### src/rtl/coin_pkg.sv
// Shared types and helpers for the coin session arbiter.
// Provides coin codes, session states, coin-to-nickel conversion,
// nickel-to-Q4.12 price conversion and a saturating nickel adder.
package coin_pkg;

    localparam int unsigned WIDTH      = 16;
    localparam int unsigned FRAC_BITS  = 12;
    localparam int unsigned COIN_WIDTH = 3;
    localparam int unsigned PRICE_W    = 9;
    localparam int unsigned NICKEL_W   = 10;
    localparam int unsigned COIN_N_W   = 5;
    localparam int unsigned SUM_W      = NICKEL_W + 1;
    localparam int unsigned PROD_W     = 24;
    localparam int unsigned FX_SCALE   = 13107;
    localparam int unsigned FX_ROUND   = 32;
    localparam int unsigned FX_SHIFT   = 6;

    typedef enum logic [COIN_WIDTH-1:0] {
        COIN_NONE    = 3'd0,
        COIN_NICKEL  = 3'd1,
        COIN_DIME    = 3'd2,
        COIN_QUARTER = 3'd3,
        COIN_HALF    = 3'd4,
        COIN_DOLLAR  = 3'd5
    } coin_code_t;

    typedef enum logic [2:0] {
        IDLE, PURCHASE, COIN, DISPENSE, CHANGE, RELEASE
    } session_state_t;

    // Coin value in nickels; unknown codes are worth nothing.
    function automatic logic [COIN_N_W-1:0] coin_nickels(input logic [COIN_WIDTH-1:0] code);
        case (code)
            COIN_NICKEL:  return 5'd1;
            COIN_DIME:    return 5'd2;
            COIN_QUARTER: return 5'd5;
            COIN_HALF:    return 5'd10;
            COIN_DOLLAR:  return 5'd20;
            default:      return 5'd0;
        endcase
    endfunction

    // Nickels to Q4.12: n * 0.05 * 4096 == n * 13107 / 64, rounded.
    function automatic logic [WIDTH-1:0] price_to_fixed(input logic [PRICE_W-1:0] price_n);
        logic [PROD_W-1:0] prod;
        prod = PROD_W'(price_n) * PROD_W'(FX_SCALE) + PROD_W'(FX_ROUND);
        return prod[FX_SHIFT +: WIDTH];
    endfunction

    // Nickel accumulator add, saturating at all ones.
    function automatic logic [NICKEL_W-1:0] nickel_add(input logic [NICKEL_W-1:0] a,
                                                       input logic [COIN_N_W-1:0] b);
        logic [SUM_W-1:0] s;
        s = {1'b0, a} + SUM_W'(b);
        return s[NICKEL_W] ? '1 : s[NICKEL_W-1:0];
    endfunction

endpackage

### src/rtl/coin_session_arbiter_rr.sv
// Round-robin arbiter: first set request at or above ptr, with wrap.
// Ports: req (request vector), ptr (search start), gnt (one-hot),
//        idx (granted index), any (some request present).
module rr_arbiter #(
    parameter int unsigned N_PORTS = 4,
    parameter int unsigned PORT_W  = 3
) (
    input  logic [N_PORTS-1:0] req,
    input  logic [PORT_W-1:0]  ptr,
    output logic [N_PORTS-1:0] gnt,
    output logic [PORT_W-1:0]  idx,
    output logic               any
);

    localparam int unsigned N2 = 2 * N_PORTS;

    logic [N2-1:0] rot;
    int unsigned   pos;

    // Rotate a doubled request vector so the scan always starts at bit 0.
    always_comb begin
        rot = {req, req} >> ptr;
        pos = 0;
        any = 1'b0;
        for (int unsigned off = 0; off < N_PORTS; off++) begin
            if (!any && rot[off]) begin
                any = 1'b1;
                pos = 32'(ptr) + off;
            end
        end
        if (pos >= N_PORTS) pos = pos - N_PORTS;
        gnt = any ? (N_PORTS'(1) << pos) : '0;
        idx = PORT_W'(pos);
    end

endmodule

### src/rtl/coin_session_arbiter.sv
// Shares one coin core among N_PORTS kiosks, one session at a time.
// Ports: clock/reset; per-kiosk purchase, coin, dispense and change
// channels (k_*); core-side channels (c_*); grant (one-hot owner) and
// session_abort (one-cycle pulse when a session times out).
module coin_session_arbiter
    import coin_pkg::*;
#(
    parameter int unsigned N_PORTS = 4,
    parameter int unsigned TIMEOUT = 1024,
    parameter int unsigned PORT_W  = 3
) (
    input  logic                            clock,
    input  logic                            reset,
    input  logic [N_PORTS*PRICE_W-1:0]      k_purchase_msg,
    input  logic [N_PORTS-1:0]              k_purchase_val,
    output logic [N_PORTS-1:0]              k_purchase_rdy,
    input  logic [N_PORTS*COIN_WIDTH-1:0]   k_coin_msg,
    input  logic [N_PORTS-1:0]              k_coin_val,
    output logic [N_PORTS-1:0]              k_coin_rdy,
    output logic [N_PORTS-1:0]              k_dispense_val,
    input  logic [N_PORTS-1:0]              k_dispense_rdy,
    output logic [COIN_WIDTH-1:0]           k_change_msg,
    output logic [N_PORTS-1:0]              k_change_val,
    input  logic [N_PORTS-1:0]              k_change_rdy,
    output logic [WIDTH-1:0]                c_purchase_msg,
    output logic                            c_purchase_val,
    input  logic                            c_purchase_rdy,
    output logic [COIN_WIDTH-1:0]           c_coin_msg,
    output logic                            c_coin_val,
    input  logic                            c_coin_rdy,
    input  logic                            c_dispense_msg,
    input  logic                            c_dispense_val,
    output logic                            c_dispense_rdy,
    input  logic [COIN_WIDTH-1:0]           c_change_msg,
    input  logic                            c_change_val,
    output logic                            c_change_rdy,
    output logic [N_PORTS-1:0]              grant,
    output logic                            session_abort
);

    localparam int unsigned IDLE_W = $clog2(TIMEOUT + 1);

    session_state_t       state_q, state_d;
    logic [N_PORTS-1:0]   grant_q, arb_gnt;
    logic [PORT_W-1:0]    gidx_q, arb_idx, rr_ptr;
    logic                 arb_any;
    logic [PRICE_W-1:0]   price_n, new_price;
    logic [NICKEL_W-1:0]  dep_n, due_n, ret_n, dep_sum, ret_sum;
    logic [IDLE_W-1:0]    idle_cnt;
    logic                 abort_q, xfer, timed_out;
    logic                 sel_pval, sel_cval, sel_drdy, sel_xrdy;
    logic [COIN_WIDTH-1:0] sel_cmsg;
    logic                 unused_dispense_msg;

    // The dispense payload carries nothing the kiosks need.
    assign unused_dispense_msg = c_dispense_msg;

    rr_arbiter #(.N_PORTS(N_PORTS), .PORT_W(PORT_W)) u_rr (
        .req (k_purchase_val),
        .ptr (rr_ptr),
        .gnt (arb_gnt),
        .idx (arb_idx),
        .any (arb_any)
    );

    // Select the granted kiosk's inputs, and the price of the kiosk being granted.
    always_comb begin
        sel_pval  = 1'b0;
        sel_cval  = 1'b0;
        sel_cmsg  = '0;
        sel_drdy  = 1'b0;
        sel_xrdy  = 1'b0;
        new_price = '0;
        for (int i = 0; i < N_PORTS; i++) begin
            if (grant_q[i]) begin
                sel_pval = k_purchase_val[i];
                sel_cval = k_coin_val[i];
                sel_cmsg = k_coin_msg[i*COIN_WIDTH +: COIN_WIDTH];
                sel_drdy = k_dispense_rdy[i];
                sel_xrdy = k_change_rdy[i];
            end
            if (arb_gnt[i]) new_price = k_purchase_msg[i*PRICE_W +: PRICE_W];
        end
    end

    assign dep_sum        = nickel_add(dep_n, coin_nickels(sel_cmsg));
    assign ret_sum        = nickel_add(ret_n, coin_nickels(c_change_msg));
    assign c_purchase_msg = price_to_fixed(price_n);
    assign grant          = grant_q;
    assign session_abort  = abort_q;

    always_ff @(posedge clock) begin
        if (reset) state_q <= IDLE;
        else       state_q <= state_d;
    end

    // Next state and channel routing; only the granted kiosk is ever connected.
    always_comb begin
        state_d        = state_q;
        k_purchase_rdy = '0;
        k_coin_rdy     = '0;
        k_dispense_val = '0;
        k_change_val   = '0;
        k_change_msg   = '0;
        c_purchase_val = 1'b0;
        c_coin_val     = 1'b0;
        c_coin_msg     = '0;
        c_dispense_rdy = 1'b0;
        c_change_rdy   = 1'b0;
        xfer           = 1'b0;
        timed_out      = 1'b0;
        unique case (state_q)
            IDLE: if (arb_any) state_d = PURCHASE;
            PURCHASE: begin
                c_purchase_val = sel_pval;
                k_purchase_rdy = grant_q & {N_PORTS{c_purchase_rdy}};
                xfer           = sel_pval && c_purchase_rdy;
                if (xfer) state_d = COIN;
            end
            COIN: begin
                c_coin_val = sel_cval;
                c_coin_msg = sel_cmsg;
                k_coin_rdy = grant_q & {N_PORTS{c_coin_rdy}};
                xfer       = sel_cval && c_coin_rdy;
                if (c_dispense_val) state_d = DISPENSE;
            end
            DISPENSE: begin
                k_dispense_val = grant_q & {N_PORTS{c_dispense_val}};
                c_dispense_rdy = sel_drdy;
                xfer           = c_dispense_val && sel_drdy;
                if (xfer) state_d = (dep_n > NICKEL_W'(price_n)) ? CHANGE : RELEASE;
            end
            CHANGE: begin
                k_change_val = grant_q & {N_PORTS{c_change_val}};
                k_change_msg = c_change_msg;
                c_change_rdy = sel_xrdy;
                xfer         = c_change_val && sel_xrdy;
                if (xfer && (ret_sum >= due_n)) state_d = RELEASE;
            end
            RELEASE: state_d = IDLE;
            default: state_d = IDLE;
        endcase
        if ((state_q != IDLE) && (state_q != RELEASE) && !xfer &&
            (idle_cnt == IDLE_W'(TIMEOUT - 1))) begin
            timed_out = 1'b1;
            state_d   = RELEASE;
        end
    end

    // Session datapath: grant, price, money counters, idle timer, rr pointer.
    always_ff @(posedge clock) begin
        if (reset) begin
            grant_q  <= '0;
            gidx_q   <= '0;
            rr_ptr   <= '0;
            price_n  <= '0;
            dep_n    <= '0;
            due_n    <= '0;
            ret_n    <= '0;
            idle_cnt <= '0;
            abort_q  <= 1'b0;
        end else begin
            abort_q <= timed_out;
            unique case (state_q)
                IDLE: if (arb_any) begin
                    grant_q <= arb_gnt;
                    gidx_q  <= arb_idx;
                    price_n <= new_price;
                end
                COIN:     if (xfer) dep_n <= dep_sum;
                DISPENSE: if (xfer) due_n <= (dep_n > NICKEL_W'(price_n)) ?
                                             dep_n - NICKEL_W'(price_n) : '0;
                CHANGE:   if (xfer) ret_n <= ret_sum;
                RELEASE: begin
                    grant_q <= '0;
                    gidx_q  <= '0;
                    rr_ptr  <= (gidx_q == PORT_W'(N_PORTS - 1)) ? '0 : gidx_q + PORT_W'(1);
                    price_n <= '0;
                    dep_n   <= '0;
                    due_n   <= '0;
                    ret_n   <= '0;
                end
                default: ;
            endcase
            if ((state_q == IDLE) || (state_q == RELEASE) || xfer || timed_out)
                idle_cnt <= '0;
            else
                idle_cnt <= idle_cnt + IDLE_W'(1);
        end
    end

endmodule
### config.mk
export PLATFORM = sky130hd
export DESIGN_NAME = coin_session_arbiter
export DESIGN_NICKNAME = d
export VERILOG_FILES = /design/src/rtl/coin_pkg.sv /design/src/rtl/coin_session_arbiter_rr.sv /design/src/rtl/coin_session_arbiter.sv
export SDC_FILE = /design/constraint.sdc
export NUM_CORES = 1
export LEC_CHECK = 0
export BUFFER_PORTS_ARGS = -buffer_cell sky130_fd_sc_hd__buf_2
export CORE_MARGIN = 4
export CORE_UTILIZATION = 62
export DETAILED_ROUTE_END_ITERATION = 12
export MAX_ROUTING_LAYER = met4
export PLACE_DENSITY = 0.87
export RECOVER_POWER = 25
export SYNTH_ARGS = -nofsm -noshare
export SYNTH_HDL_FRONTEND = slang
export SYNTH_HIERARCHICAL = 1
export SYNTH_SLANG_ARGS = --single-unit
### constraint.sdc
create_clock -name clock -period 6.5 [get_ports clock]
set_input_delay 0.65 -clock clock [delete_from_list [all_inputs] [get_ports clock]]
set_output_delay 0.65 -clock clock [all_outputs]
set_load 0.005 [all_outputs]
## Word level (Yosys, flattened, before mapping)

Cells that the tools add are included.

| word-level totals | value |
|---|---|
| register bits after elaboration | 64 |
| input bits | 74 |
| output and inout bits | 47 |

| cells by class | value |
|---|---|
| add/sub/neg operators | 10 |
| multipliers | 1 |
| $lt $le $gt $ge | 3 |
| equality and inequality tests | 31 |
| shift operators | 2 |
| mux-type cells | 72 |
| bitwise operators | 4 |
| reductions and logical operators | 32 |

Operator list:

| operator | number |
|---|---|
| $mux W32 | 4 |
| $mux W10 | 6 |
| $pmux W10 S2 | 3 |
| $pmux W5 S5 | 2 |
| $mux W3 | 15 |
| $mux W9 | 5 |
| $ge A32 B3 Y1 const B | 1 |
| $shl A1 B32 Y4 const A | 1 |
| $sub A32 B3 Y32 const B | 1 |
| $mux W1 | 26 |
| $mux W4 | 6 |
| $add A10 B5 Y11 | 2 |
| $add A22 B6 Y22 const B | 1 |
| $mul A9 B14 Y22 const B | 1 |
| $eq A3 B2 Y1 const B | 7 |
| $eq A3 B3 Y1 const B | 6 |
| $ne A3 B3 Y1 const B | 6 |
| $pmux W9 S2 | 1 |
| $and A4 B4 Y4 | 4 |
| $ne A2 B2 Y1 const B | 8 |
| $pmux W3 S5 | 1 |
| $add A11 B1 Y11 const B | 1 |
| $eq A11 B10 Y1 const B | 1 |
| $logic_and A1 B1 Y1 | 11 |
| other kinds (19) | 35 |

## Longest topological paths before layout

Gate-level depths: netlist of run 1.

| depth | value |
|---|---|
| depth after elaboration | 21 |
| depth in mapped cells | 17 |

## Modules after synthesis

The synthesis of run 1 kept the hierarchy.

By module, submodules not included:

| module | instances | cells each | area an instance (µm²) | seq. area each (µm²) |
|---|---|---|---|---|
| coin_session_arbiter | 1 | 763 | 6188.4 | 1281.2 |
| rr_arbiter | 1 | 65 | 499.2 | 0.0 |

## Worst setup path after synthesis of run 1

Ideal clock, no wire load.

| timing path | value |
|---|---|
| kind | register -> output |
| start point | reg price_n[7] |
| end point | out c_purchase_msg[9] |
| data arrival time | 4.066 ns |
| required time | 5.850 ns |
| slack | 1.784 ns |
| stages on the path, launching flop included | 17 |
| buffers on the path | 0 |
| path through | dfxtp_1 -> inv_1 -> ha_1 -> inv_1 -> fa_1 -> inv_1 -> fa_1 -> inv_1 -> fa_1 -> ha_1 -> ha_1 -> o21a_1 -> o31a_1 -> o2111ai_1 -> a21boi_0 -> nor4b_1 -> a211o_1 |

| between the ends | value |
|---|---|
| cells in the longest elaborated chain, start to end | 2 |

RTL lines:

| item | line | text |
|---|---|---|
| start: declaration | coin_session_arbiter.sv:47 | `logic [PRICE_W-1:0] price_n, new_price;` |
| start signal: assignment | coin_session_arbiter.sv:168 | `price_n <= new_price;` |
| $mul A9 B14 Y22 | coin_pkg.sv:46 | `prod = PROD_W'(price_n) * PROD_W'(FX_SCALE) + PROD_W'(FX_ROUND);` |
| $add A22 B6 Y22 | coin_pkg.sv:46 |  |
| end: declaration | coin_session_arbiter.sv:25 | `output logic [WIDTH-1:0] c_purchase_msg,` |

Every way passes these cells.

## Worst setup path after layout of run 1

| timing path | value |
|---|---|
| start point | reg price_n[1] |
| end point | out c_purchase_msg[14] |

The elaborated chain is that of the path after synthesis.

==> impl_metrics.tcl, run 1 <==
set metrics [dict create \
    reg2reg_depth 10 \
    crit_required_ps 5850 \
    wirelength_microns 16400 \
    path_max_fanout 10 \
    power.leakage_uw 0.00365 \
    fp.coreArea_sq_um 10400 \
    grt_max_degree 36 \
    min_from "idle_cnt[10]" \
    drive_above_1_share_pct 16.1 \
    ir_worst_vdd_mv 0.211 \
    grt_usage_pct 27.2 \
    drc 0 \
    std_cell_rows 37 \
    cts_tree "built" \
    dr.pass1.iters 6 \
    design_area_sq_um 7540 \
    place.gp.congestion 0.950 \
    clkSlewWorstSetupHoldPaths_ps 80 \
    maxSlewViolCount 0 \
    regArea_sq_um 1280 \
    ys_types 80 \
    io_buffers 119 \
    outcome "completed" \
    gr-total-overflow 0 \
    hold_ws_ps 453 \
    clock_latency_ps 360 \
    multi_input_area_sq_um 5020 \
    fillCellCount 833 \
    min_delay_path_depth 2 \
    crit_arrival_ps 4980 \
    first_iter_violations 457 \
    synth_seq_cells 64 \
    holdPathEnd "idle_cnt[10]" \
    via_count 6451 \
    fmax_ghz 0.178 \
    antenna_found_initial 0 \
    drv_cap 0 \
    max_slew.worst_pin.slew_ps 1170 \
    powerDensity_nw_per_um2 238 \
    p_total_uw 1800 \
    numCtsBuffers 9 \
    clock_skew_ps 17.3 \
    cts-root-buf "clkbuf_8" \
    grt_setup_unrepaired "no" \
    grt_pass1_vias 6113 \
    place_area_sq_um 7350 \
    post_cts_buffers 0 \
    via_per_inst 6.02 \
    nets 1111 \
    use_met2_pct 44.8 \
    ff2ff_setup_slack_ps 2560 \
    fin_tns_setup_ps 0 \
    cp-start-kind "flip-flop" \
    antenna_left 0 \
    hpwlAfterDp_microns 13100 \
    reg2reg_from "rr_ptr[0]" \
    worstSetupEndpointType "output pin" \
    synth-main-ff-cell "dfxtp_1" \
    dieArea_sq_um 12500 \
    floorplan.initialDensity_pct 64.2 \
    clock_sinks 64 \
    syn_to_final_growth_pct 12.7 \
    yosysSeqAreaShare_pct 19.2 \
    max_slew_margin_pct 21.7 \
    syn_nets 1009 \
    hold_buffers 0 \
    dieHeight_microns 112 \
    clock_path_buffers 2 \
    synthesis.area_sq_um 6690 \
    wl_per_cell_microns 15.3 \
    min_path_type "reg2reg" \
    busiest_layer "met2" \
    synthTopCellsByArea "dfxtp_1 19%, ha_1 16%, fa_1 6.3%" \
    period_share_pct 86.6 \
    postSynth.asyncResetShare_pct 0 \
    diodes 0 \
    setup.worst_path.class "reg2out" \
    placed_cells 1055 \
    period_minus_slack_ps 5630 \
    met1_usage_pct 35.3 \
    synth_warnings 6 \
    die_w_microns 112 \
    cts.htree.levels 3 \
    layout.cells.non_filler 1071 \
    hold_viol_final 0 \
    grt_pass1_wl_microns 28000 \
    num_io_pins 121 \
    r2r-end "price_n[1]" \
    syn_avg_cell_area_sq_um 8.08 \
    setup_violations 0 \
    synth_top_area_share_pct 19.2 \
    synth_cells 828 \
    cts_resized 0 \
    synth-edff-count 0 \
    use_met3_pct 4.02 \
    yosysTopAreaCell "dfxtp_1" \
]
[synth_stat cells, types with 4 or more instances]
cell	number
nor3b_1	5
nand3_1	16
a21oi_1	58
a22oi_1	6
clkbuf_1	22
nor2b_1	27
a31oi_1	4
nor2_1	83
nand2b_1	12
and3_1	19
a2bb2oi_1	9
o22ai_1	5
a32oi_1	6
a21o_1	15
nand2_1	50
fa_1	21
mux2i_1	6
o21bai_1	6
nor3_1	24
xor2_1	16
ha_1	86
o21ai_0	28
and2_1	19
mux2_2	4
a221oi_1	12
nand3b_1	7
xnor2_1	24
inv_1	68
buf_2	6
o211ai_1	6
a211oi_1	12
o21a_1	4
dfxtp_1	64
[through the flow]
step	util (%)	setup slack, ps
floorplan	-	1780
global placement	70.6	1330
detailed placement	70.6	1250
CTS	72.5	846
global route	72.4	576
finish	72.4	873
[cells by family (layout without fill, tap and decap cells)]
logic type | after synthesis | after routing | synth area share [%]
mux | 13 | 13 | 2.41
xor+xnor | 40 | 40 | 5.24
buf+inv | 99 | 206 | 5.72
flops | 64 | 64 | 19.2
fa+ha+maj | 107 | 107 | 22.4
simple gates | 294 | 294 | 23.2
compound gates | 211 | 211 | 21.9
[final cells by class]
class	instances	share of cell area, %
Clock buffer	10	1.83
Clock inverter	6	0.880
Inverter	69	3.44
Multi-Input combinational cell	665	66.6
Sequential cell	64	17.0
Tap cell	136	2.26
Timing Repair Buffer	121	8.00
[critical path: stages, from the launching register on]
cell and delay [ps]:
dfxtp_1 420, inv_1 130, ha_1 330, inv_1 80, fa_1 500, inv_1 50, fa_1 490, inv_1 60
fa_1 470, ha_1 310, ha_1 440, nand4_1 200, o221ai_1 130, a21oi_1 320, o21ai_0 180, a21oi_1 220
xnor2_1 150, buf_2 140
[power by group]
group          internal [uW]  switching, uW
Combinational            448            554
Clock                    189            165
Sequential               408           31.0
[placed cells by master (no fill, tap or decap), types with 27 or more instances in the layout]
cell	count
inv_1	68
nor2_1	84
buf_2	111
ha_1	86
a21oi_1	58
o21ai_0	28
nor2b_1	27
dfxtp_1	64
nand2_1	50
[sequential cells by signal (all words and copies together), names as in the netlist]
signal,count
idle_cnt,11
dep_n,10
due_n,10
ret_n,10
price_n,9
grant,4
gidx_q,3
rr_ptr,3
state_q,3
session_abort,1
[layer usage]
layer  share of wire (%)  wire length [microns]
met2                  47                   7790
met4                 1.8                    293
met3                 5.4                    891
met5                   0                      0
met1                  45                   7450
[how the worst max path moves through the flow]
stage / from / slack, ps / cells past startpoint / to
after detailed placement: price_n[1] / 1250 / 17 / c_purchase_msg[14]
after global placement: price_n[7] / 1330 / 17 / c_purchase_msg[15]
final: price_n[1] / 870 / 17 / c_purchase_msg[14]
after CTS: price_n[1] / 850 / 17 / c_purchase_msg[14]
after floorplan: price_n[7] / 1780 / 16 / c_purchase_msg[9]
after global routing: price_n[1] / 580 / 15 / c_purchase_msg[13]
(Power assumes the default switching activity.)
==> inputs of run 2 (changes only) <==
Settings changed: RECOVER_POWER 25 to 50.
==> impl_metrics.tcl, run 2 (same netlist as run 1, synthesis figures left out) <==
set metrics [dict create \
    ir_worst_vdd_mv 0.211 \
    regArea_sq_um 1280 \
    p_clk_share_pct 19.7 \
    crit_top_cell "inv_1" \
    worstSetupEndpointType "output pin" \
    setup.worst_path.class "reg2out" \
    period_minus_slack_ps 5630 \
    syn_to_final_growth_pct 12.5 \
    maxSlewViolCount 0 \
    reg2reg_depth 10 \
    hold_buffers 0 \
    wl_per_cell_microns 15.3 \
    dr.pass1.iters 7 \
    outcome "completed" \
    io_buffers 119 \
    layout_common_cells "100 x buf_2, 86 x ha_1, 84 x nor2_1, 69 x inv_1, 64 x dfxtp_1" \
    cts-root-buf "clkbuf_8" \
    cts_resized 0 \
    min_from "idle_cnt[10]" \
    die_w_microns 112 \
    powerDensity_nw_per_um2 238 \
    gr-total-overflow 0 \
    fillCellCount 840 \
    layout_commonest_cell "buf_2" \
    grt_pass1_wl_microns 28000 \
    wirelength_microns 16400 \
    p_switching_uw 749 \
    dieHeight_microns 112 \
    path_cells "inv_1, ha_1, inv_1, fa_1, inv_1, fa_1, inv_1, fa_1, ha_1, ha_1, nand4_1, o221ai_1, a21oi_1, o21ai_0, a21oi_1, xnor2_1, buf_2" \
    fmax_ghz 0.178 \
    hold_viol_final 0 \
    clock_skew_ps 15.4 \
    clock_latency_ps 360 \
    drive_above_1_share_pct 14.9 \
    std_cell_rows 37 \
    first_iter_violations 409 \
    holdPathEnd "idle_cnt[10]" \
    cp-start-kind "flip-flop" \
    floorplan.initialDensity_pct 64.2 \
    clock_sinks 64 \
    max_slew.worst_pin.slew_ps 1160 \
    r2r-end "price_n[1]" \
    grt_pass1_vias 6113 \
    grt_max_degree 36 \
    fin_tns_setup_ps 0 \
    fp.coreArea_sq_um 10400 \
    post_cts_buffers 0 \
    pre_cts_ws_ps 1250 \
    placed_cells 1055 \
    max_slew_margin_pct 22.5 \
    cts_tree "built" \
    crit_required_ps 5850 \
    largest_register "idle_cnt" \
    diodes 0 \
    fin_ws_ps 875 \
    sw_frac_of_total_pct 41.8 \
    drv_cap 0 \
    crit_arrival_ps 4980 \
    p_total_uw 1790 \
    via_per_inst 6.03 \
    critical_path.max_stage_delay_ps 500 \
    drc 0 \
    power.leakage_uw 0.00360 \
    largest_reg_flops 11 \
    via_count 6459 \
    intPower_uw 1040 \
    antenna_found_initial 0 \
    power_frac_comb_pct 55.8 \
    period_share_pct 86.5 \
    min_delay_path_depth 2 \
    nets 1111 \
    ff2ff_setup_slack_ps 2480 \
    reg2reg_from "rr_ptr[0]" \
    dieArea_sq_um 12500 \
    hold_ws_ps 453 \
    crit_slowest_cell "fa_1" \
    clkSlewWorstSetupHoldPaths_ps 80 \
    cts.htree.levels 3 \
    min_path_type "reg2reg" \
    hpwlAfterDp_microns 13100 \
    grt_setup_unrepaired "no" \
    setup_violations 0 \
    layout.cells.non_filler 1071 \
    antenna_left 0 \
    num_io_pins 121 \
    clock_path_buffers 2 \
    numCtsBuffers 9 \
    seqPwrFrac_pct 24.5 \
    path_max_fanout 10 \
    grt_usage_pct 27.2 \
    multi_input_area_sq_um 5020 \
    place.gp.congestion 0.950 \
]
## run 2: changes by cell type in the layout (fill, tap and decap cells not counted), sizes merged
cell | before | now
buf | 113 | 102
clkbuf | 18 | 29
## run 2: layer usage
layer  GRT usage, %  wire (microns)
met1           35.3            7390
met2           44.8            7850
met3           4.02             863
met4           6.57             284
met5              -               0
## run 2: power by group through the flow
| stage | clock [uW] | sequential, uW | combinational, uW |
|---|---|---|---|
| finish | 354 | 439 | 1000 |
| global route | 378 | 442 | 1140 |
| CTS | 356 | 438 | 1000 |
| detailed placement | 0 | 447 | 996 |
| global placement | 0 | 446 | 964 |
| floorplan | 0 | 431 | 729 |
## run 2: per-stage QoR
stage	cell area [sq um]	util [%]
3_3_place_gp	7350	70.6
6_report	7520	72.2
2_1_floorplan	6690	-
4_1_cts	7550	72.5
3_5_place_dp	7350	70.6
5_1_grt	7520	72.2
## run 2: final cells by class
| type | instances | share of cell area (%) |
|---|---|---|
| clock buffers | 10 | 1.83 |
| clock inverters | 6 | 0.881 |
| inverters | 69 | 3.44 |
| multi-input cells | 665 | 66.7 |
| flip-flops and latches | 64 | 17.0 |
| well taps | 136 | 2.26 |
| repair buffers | 121 | 7.83 |
## run 2: worst max-delay path by stage
stage                              end  slack (ps)        from  cells after the start
global route        c_purchase_msg[13]         580  price_n[1]                     15
global placement    c_purchase_msg[15]        1330  price_n[7]                     17
detailed placement  c_purchase_msg[14]        1250  price_n[1]                     17
floorplan            c_purchase_msg[9]        1780  price_n[7]                     16
finish              c_purchase_msg[14]         870  price_n[1]                     17
CTS                 c_purchase_msg[14]         850  price_n[1]                     17
## run 2: critical path: cells and delay by family (launching register included)
family          cells  cell delay [ps]
xor+xnor            1              160
simple gates        1              200
flops               1              420
fa+ha+maj           6             2540
compound gates      4              850
buf+inv             5              460
